`src/rtl/alu_seq_pkg.sv`:
```
// alu_seq_pkg
// Shared definitions for the ALU operation sequencer: the sequencer state
// enum, the multiply command codes that select the longer ALU latency, the
// bit positions of the packed response flags and a helper that classifies
// a command as a multiply.
package alu_seq_pkg;

  typedef enum logic [1:0] {
    IDLE = 2'd0,
    WAIT = 2'd1,
    RESP = 2'd2
  } seq_state_t;

  // Arithmetic-mode commands that take the multiply latency
  localparam logic [3:0] CMD_MUL_A = 4'd9;
  localparam logic [3:0] CMD_MUL_B = 4'd10;

  // Packed response flags: {err, e, l, g, cout, oflow}
  localparam int FLAG_OFLOW = 0;
  localparam int FLAG_COUT  = 1;
  localparam int FLAG_G     = 2;
  localparam int FLAG_L     = 3;
  localparam int FLAG_E     = 4;
  localparam int FLAG_ERR   = 5;
  localparam int NUM_FLAGS  = 6;

  // Multiplies only exist in arithmetic mode (mode=1)
  function automatic logic is_mul(input logic mode, input logic [3:0] cmd);
    return mode && ((cmd == CMD_MUL_A) || (cmd == CMD_MUL_B));
  endfunction

endpackage

```
`src/rtl/rr_arb2.sv`:
```
// rr_arb2
// Two-way round-robin arbiter, purely combinational. The pointer of the
// last winner is kept by the parent so that it only advances on an
// accepted request.
//   req[1:0]     request lines, bit i = requester i
//   last_grant   index of the requester that won most recently
//   grant_valid  at least one request is present
//   grant_idx    index of the winning requester
module rr_arb2
  import alu_seq_pkg::*;
(
  input  logic [1:0] req,
  input  logic       last_grant,
  output logic       grant_valid,
  output logic       grant_idx
);

  // A lone requester always wins; on a tie the one that did not win last
  // time gets the grant.
  always_comb begin
    grant_valid = |req;
    grant_idx   = 1'b0;
    if (req == 2'b11) begin
      grant_idx = ~last_grant;
    end else if (req[1]) begin
      grant_idx = 1'b1;
    end
  end

endmodule

```
`src/rtl/alu_op_sequencer.sv`:
```
// alu_op_sequencer
// Shares one ALU between two requesters. A request is accepted in IDLE
// through a round-robin grant, its operands/command are registered onto the
// ALU ports with alu_ce held high for the command's latency, then the ALU
// result and flags are captured and offered on a back-pressurable response
// channel tagged with the requester index.
//   clk, reset                     clock, synchronous active-high reset
//   req_valid/req_ready [1:0]      per-requester handshake
//   req_opa/req_opb [2*WIDTH-1:0]  operands, requester i in [i*WIDTH +: WIDTH]
//   req_cmd [7:0], req_inp_valid [3:0], req_mode/req_cin [1:0]
//                                  per-requester command fields
//   alu_*                          1:1 connection to the ALU
//   rsp_valid/rsp_ready            response handshake
//   rsp_id, rsp_res, rsp_flags     requester index, result, {err,e,l,g,cout,oflow}
module alu_op_sequencer
  import alu_seq_pkg::*;
#(
  parameter int WIDTH   = 8,
  parameter int LAT_STD = 1,
  parameter int LAT_MUL = 2
) (
  input  logic                   clk,
  input  logic                   reset,
  input  logic [1:0]             req_valid,
  output logic [1:0]             req_ready,
  input  logic [2*WIDTH-1:0]     req_opa,
  input  logic [2*WIDTH-1:0]     req_opb,
  input  logic [7:0]             req_cmd,
  input  logic [3:0]             req_inp_valid,
  input  logic [1:0]             req_mode,
  input  logic [1:0]             req_cin,
  output logic [WIDTH-1:0]       alu_opa,
  output logic [WIDTH-1:0]       alu_opb,
  output logic [3:0]             alu_cmd,
  output logic [1:0]             alu_inp_valid,
  output logic                   alu_mode,
  output logic                   alu_cin,
  output logic                   alu_ce,
  input  logic [WIDTH+1:0]       alu_res,
  input  logic                   alu_oflow,
  input  logic                   alu_cout,
  input  logic                   alu_g,
  input  logic                   alu_l,
  input  logic                   alu_e,
  input  logic                   alu_err,
  output logic                   rsp_valid,
  input  logic                   rsp_ready,
  output logic                   rsp_id,
  output logic [WIDTH+1:0]       rsp_res,
  output logic [NUM_FLAGS-1:0]   rsp_flags
);

  localparam int LAT_MAX = (LAT_MUL > LAT_STD) ? LAT_MUL : LAT_STD;
  localparam int CNT_W   = $clog2(LAT_MAX + 1);

  seq_state_t           state;
  seq_state_t           state_next;
  logic                 last_grant;
  logic [CNT_W-1:0]     wait_cnt;
  logic                 grant_valid;
  logic                 grant_idx;
  logic                 accept;
  logic                 capture;
  logic                 rsp_done;

  logic [WIDTH-1:0]     sel_opa;
  logic [WIDTH-1:0]     sel_opb;
  logic [3:0]           sel_cmd;
  logic [1:0]           sel_inp_valid;
  logic                 sel_mode;
  logic                 sel_cin;
  logic [CNT_W-1:0]     sel_lat;
  logic [NUM_FLAGS-1:0] flags_in;

  rr_arb2 u_arb (
    .req         (req_valid),
    .last_grant  (last_grant),
    .grant_valid (grant_valid),
    .grant_idx   (grant_idx)
  );

  // Fields of the granted requester and the latency its command needs
  assign sel_opa       = grant_idx ? req_opa[2*WIDTH-1:WIDTH] : req_opa[WIDTH-1:0];
  assign sel_opb       = grant_idx ? req_opb[2*WIDTH-1:WIDTH] : req_opb[WIDTH-1:0];
  assign sel_cmd       = grant_idx ? req_cmd[7:4] : req_cmd[3:0];
  assign sel_inp_valid = grant_idx ? req_inp_valid[3:2] : req_inp_valid[1:0];
  assign sel_mode      = grant_idx ? req_mode[1] : req_mode[0];
  assign sel_cin       = grant_idx ? req_cin[1] : req_cin[0];
  assign sel_lat       = is_mul(sel_mode, sel_cmd) ? CNT_W'(LAT_MUL) : CNT_W'(LAT_STD);

  // Pack the ALU status bits into the response flag layout
  always_comb begin
    flags_in            = '0;
    flags_in[FLAG_OFLOW] = alu_oflow;
    flags_in[FLAG_COUT]  = alu_cout;
    flags_in[FLAG_G]     = alu_g;
    flags_in[FLAG_L]     = alu_l;
    flags_in[FLAG_E]     = alu_e;
    flags_in[FLAG_ERR]   = alu_err;
  end

  // State register
  always_ff @(posedge clk) begin
    if (reset) begin
      state <= IDLE;
    end else begin
      state <= state_next;
    end
  end

  // Next state and per-cycle strobes. req_ready only ever rises in IDLE so
  // a request waiting behind a busy ALU is stalled, never dropped. The
  // counter check uses <= 1 so a stray zero can never wedge the FSM.
  always_comb begin
    state_next = state;
    req_ready  = 2'b00;
    accept     = 1'b0;
    capture    = 1'b0;
    rsp_done   = 1'b0;
    unique case (state)
      IDLE: begin
        if (grant_valid) begin
          req_ready[grant_idx] = 1'b1;
          accept               = 1'b1;
          state_next           = WAIT;
        end
      end
      WAIT: begin
        if (wait_cnt <= CNT_W'(1)) begin
          capture    = 1'b1;
          state_next = RESP;
        end
      end
      RESP: begin
        if (rsp_ready) begin
          rsp_done   = 1'b1;
          state_next = IDLE;
        end
      end
      default: state_next = IDLE;
    endcase
  end

  // Datapath: load the ALU ports on accept, count down the latency,
  // capture the result, and hold the response until it is taken.
  always_ff @(posedge clk) begin
    if (reset) begin
      alu_opa       <= '0;
      alu_opb       <= '0;
      alu_cmd       <= '0;
      alu_inp_valid <= '0;
      alu_mode      <= 1'b0;
      alu_cin       <= 1'b0;
      alu_ce        <= 1'b0;
      rsp_valid     <= 1'b0;
      rsp_id        <= 1'b0;
      rsp_res       <= '0;
      rsp_flags     <= '0;
      last_grant    <= 1'b1;
      wait_cnt      <= '0;
    end else begin
      if (accept) begin
        alu_opa       <= sel_opa;
        alu_opb       <= sel_opb;
        alu_cmd       <= sel_cmd;
        alu_inp_valid <= sel_inp_valid;
        alu_mode      <= sel_mode;
        alu_cin       <= sel_cin;
        alu_ce        <= 1'b1;
        last_grant    <= grant_idx;
        rsp_id        <= grant_idx;
        wait_cnt      <= sel_lat;
      end
      if (state == WAIT) begin
        wait_cnt <= wait_cnt - 1'b1;
      end
      if (capture) begin
        rsp_res       <= alu_res;
        rsp_flags     <= flags_in;
        rsp_valid     <= 1'b1;
        alu_ce        <= 1'b0;
        alu_inp_valid <= 2'b00;
      end
      if (rsp_done) begin
        rsp_valid <= 1'b0;
      end
    end
  end

endmodule

```
`config.mk`:
```
export PLATFORM = sky130hd
export DESIGN_NAME = alu_op_sequencer
export DESIGN_NICKNAME = d
export VERILOG_FILES = /design/src/rtl/alu_seq_pkg.sv /design/src/rtl/rr_arb2.sv /design/src/rtl/alu_op_sequencer.sv
export SDC_FILE = /design/constraint.sdc
export NUM_CORES = 1
export LEC_CHECK = 0
export CAP_MARGIN = 10
export CORE_UTILIZATION = 39
export DETAILED_ROUTE_END_ITERATION = 12
export HOLD_SLACK_MARGIN = 0.02
export PLACE_DENSITY = 0.78
export SLEW_MARGIN = 30
export SYNTH_ARGS = -nofsm -noshare
export SYNTH_HDL_FRONTEND = slang
export SYNTH_SLANG_ARGS = --single-unit
```
`constraint.sdc`:
```
create_clock -name clk -period 1.8 [get_ports clk]
set_input_delay 0.45 -clock clk [delete_from_list [all_inputs] [get_ports clk]]
set_output_delay 0.45 -clock clk [all_outputs]
set_load 0.03 [all_outputs]
```
==> impl_metrics.ini <==
[status]
outcome = finished, final reports clean

[power]
p_sw_mw = 1.01
vdd_ir_drop_max_uv = 581
p_leak_nw = 1.73
combPwrFrac_pct = 36.8
seq_power_share_pct = 41.6
powerDensity_nw_per_um2 = 853
p_int_mw = 2.03
p_sw_share_pct = 33.2
clockPowerShare_pct = 21.5
power_mw = 3.04

[synthesis]
synthFlopType = dfxtp_1
syn_area_per_cell_um2 = 9.23
syn_area_um2 = 2100
synthCells = 228
async_flop_share_pct = 0
yosys_warnings = 0
synth_nets = 298
ys_seq_elements = 48
ys_types = 35
synth_edf_count = 0
ys_seq_area_share_pct = 45.7

[worst_setup_path]
r2r_setup_slack_ps = 230
cp.depth = 1
endpoint = rsp_flags[2]
crit_family = buffers and inverters
crit_arrival_ps = 1310
path_class = reg2out
critPathMaxStageDelay_ps = 670
slowest_stage = clkdlybuf4s50_1
r2r-start = wait_cnt[1]
path_buf_inv = 1
r2r_end = rsp_res[5]
crit_path_end_kind = primary output
cp_cell_sequence = clkdlybuf4s50_1
critPathRequiredTime_ps = 1350
rr_worst_depth = 5
crit_start = rsp_flags[2]
cp-start-kind = flop
crit_fanout = 2

[cts]
insertion_delay_ps = 300
ctsHoldBuffers = 0
ctsHtreeMaxLevel = 2
clk_pin_slew_ps = 90
clockBufferDepth = 2
cts_tree = done
cts_root_buf = clkbuf_8
cts_sinks = 48
cts_made_buffers = 5

[timing]
rsz0062_at_grt = false
fmax_mhz = 567
slew_headroom_pct = 54.1
finalSetupTns_ps = 0
drv_slew = 0
period_share_pct = 97.9
min_period_ps = 1760
fin_skew_ps = 7.78
fin_ws_ps = 37.5
worst_slew_pin_slew_ps = 688
final-setup-viol-count = 0
finalHoldViolations = 0

[detailed_routing]
drtIter0Drc = 37
wirelength_mm = 5.76
first_pass_iters = 4
wl_per_cell_um = 13.5
route.detailed.drc = 0
viasPerCell = 4.83
vias = 2051
ant_nets = 0

[cells_and_area]
nFillCells = 413
area_growth_pct = 69.1
antenna_cells = 0
nets = 424
final_util_pct = 69.3
drive_gt1_share_pct = 15.2

[grt]
antenna_found_initial = 0
grt_pass1_wl_mm = 8.72
grt_pass1_vias = 1944
grt_max_degree = 40
overflow = 0
grt_use_total_pct = 20.3

[placed_design]
port_buffers = 113
dp_hpwl_mm = 4.37
gp_congestion = 0.789
dp_worst_setup_slack_ps = -314

[floorplanning]
rows = 26
coreArea_um2 = 5140
die_h_um = 75.5
io_pins = 114
fp.dieW_um = 75.5
initial_utilization_pct = 40.9
die-area_um2 = 5690

[worst_hold_path]
hp-class = reg2reg

[job]
drv_cap = 0
metal layers:
metal / up-vias / track usage [%] / share of wire [%]
li1: 1048 / - / -
met1: 915 / 23.3 / 43
met2: 79 / 35.5 / 46
met3: 9 / 7.41 / 9.6
met4: 0 / 6.17 / 1.7
met5: - / 0 / 0
power by group through the flow:
stage	logic (mW)	clock network [mW]	registers [mW]
floorplan	0.418	0	1.49
global placement	1.11	0	1.28
detailed placement	1.13	0	1.29
CTS	1.14	0.678	1.27
global route	1.20	0.714	1.28
finish	1.12	0.653	1.26
cell families after synthesis:
logic type	synth area share, %
AO/OA/AOI/OAI	20.9
XOR/XNOR	0.832
multiplexers	9.04
buffers and inverters	5.05
AND/OR/NAND/NOR	18.0
adder cells (fa/ha/maj)	0.594
flip-flops	45.7
cells in the final DEF, fill, tap and decap left out, drive strengths merged, types with 2 or more instances in the layout:
master / n
o21ai: 4
nand2: 44
clkbuf: 6
clkdlybuf4s50: 79
nor2b: 2
nor3: 4
a211oi: 21
nor2: 25
a21oi: 25
dlymetal6s2s: 27
dlygate4sd2: 4
mux2i: 19
xnor2: 2
a22oi: 5
nor4: 2
buf: 24
dfxtp: 48
clkinv: 2
state kept, by name, indices dropped and copies added, names as in the netlist, 2 cells and up:
signal         cells
alu_cmd            4
alu_inp_valid      2
alu_opa            8
alu_opb            8
rsp_flags          6
rsp_res           10
state              2
wait_cnt           2
cell type report:
type | instances | area (µm²) | share of cell area, %
Clock inverter | 2 | 10.0 | 0.281
Clock buffer | 6 | 82.6 | 2.32
Timing Repair Buffer | 134 | 1360 | 38.2
Sequential cell | 48 | 962 | 27.0
Tap cell | 70 | 87.6 | 2.46
Multi-Input combinational cell | 164 | 1050 | 29.6
Inverter | 1 | 3.75 | 0.105
what timing repair did:
action                                 CTS  global route
setup buffers                            2             0
setup endpoints to repair                4            28
endpoints found under the hold margin    0             0
pin swaps                                1             0
gates resized for setup                  9            28
gates cloned                             0             0
cells in the mapped netlist (2+ instances only):
cell type	number	share of area [%]
dfxtp_1	48	46
nand2_1	44	7.8
a21oi_1	25	5.9
nor2_1	23	4.1
mux2i_1	19	9.0
a211oi_1	11	3.9
a211oi_2	10	5.9
a22oi_1	5	1.8
buf_2	5	1.2
clkbuf_1	5	0.89
nor3_1	3	0.71
buf_12	2	1.9
buf_4	2	0.71
nor2b_1	2	0.59
o21ai_0	2	0.48
o21ai_2	2	0.83
xnor2_1	2	0.83
per-stage QoR:
stage          area (µm²)  hold slack, ps  instances
2_1_floorplan        2100             469        228
3_3_place_gp         3370             441        415
3_5_place_dp         3370             446        415
4_1_cts              3490             458        425
5_1_grt              3560             471        425
6_report             3560             455        425
worst min path at each step:
stage	start	endpoint	slack [ps]	cells past startpoint
detailed placement	rsp_res[9]	rsp_res[9]	450	2
floorplan	wait_cnt[1]	wait_cnt[1]	470	2
global placement	rsp_res[9]	rsp_res[9]	440	2
global route	rsp_res[9]	rsp_res[9]	470	2
finish	rsp_res[9]	rsp_res[9]	450	2
CTS	rsp_res[9]	rsp_res[9]	460	2
No activity file was read; power rests on OpenSTA's default activity.
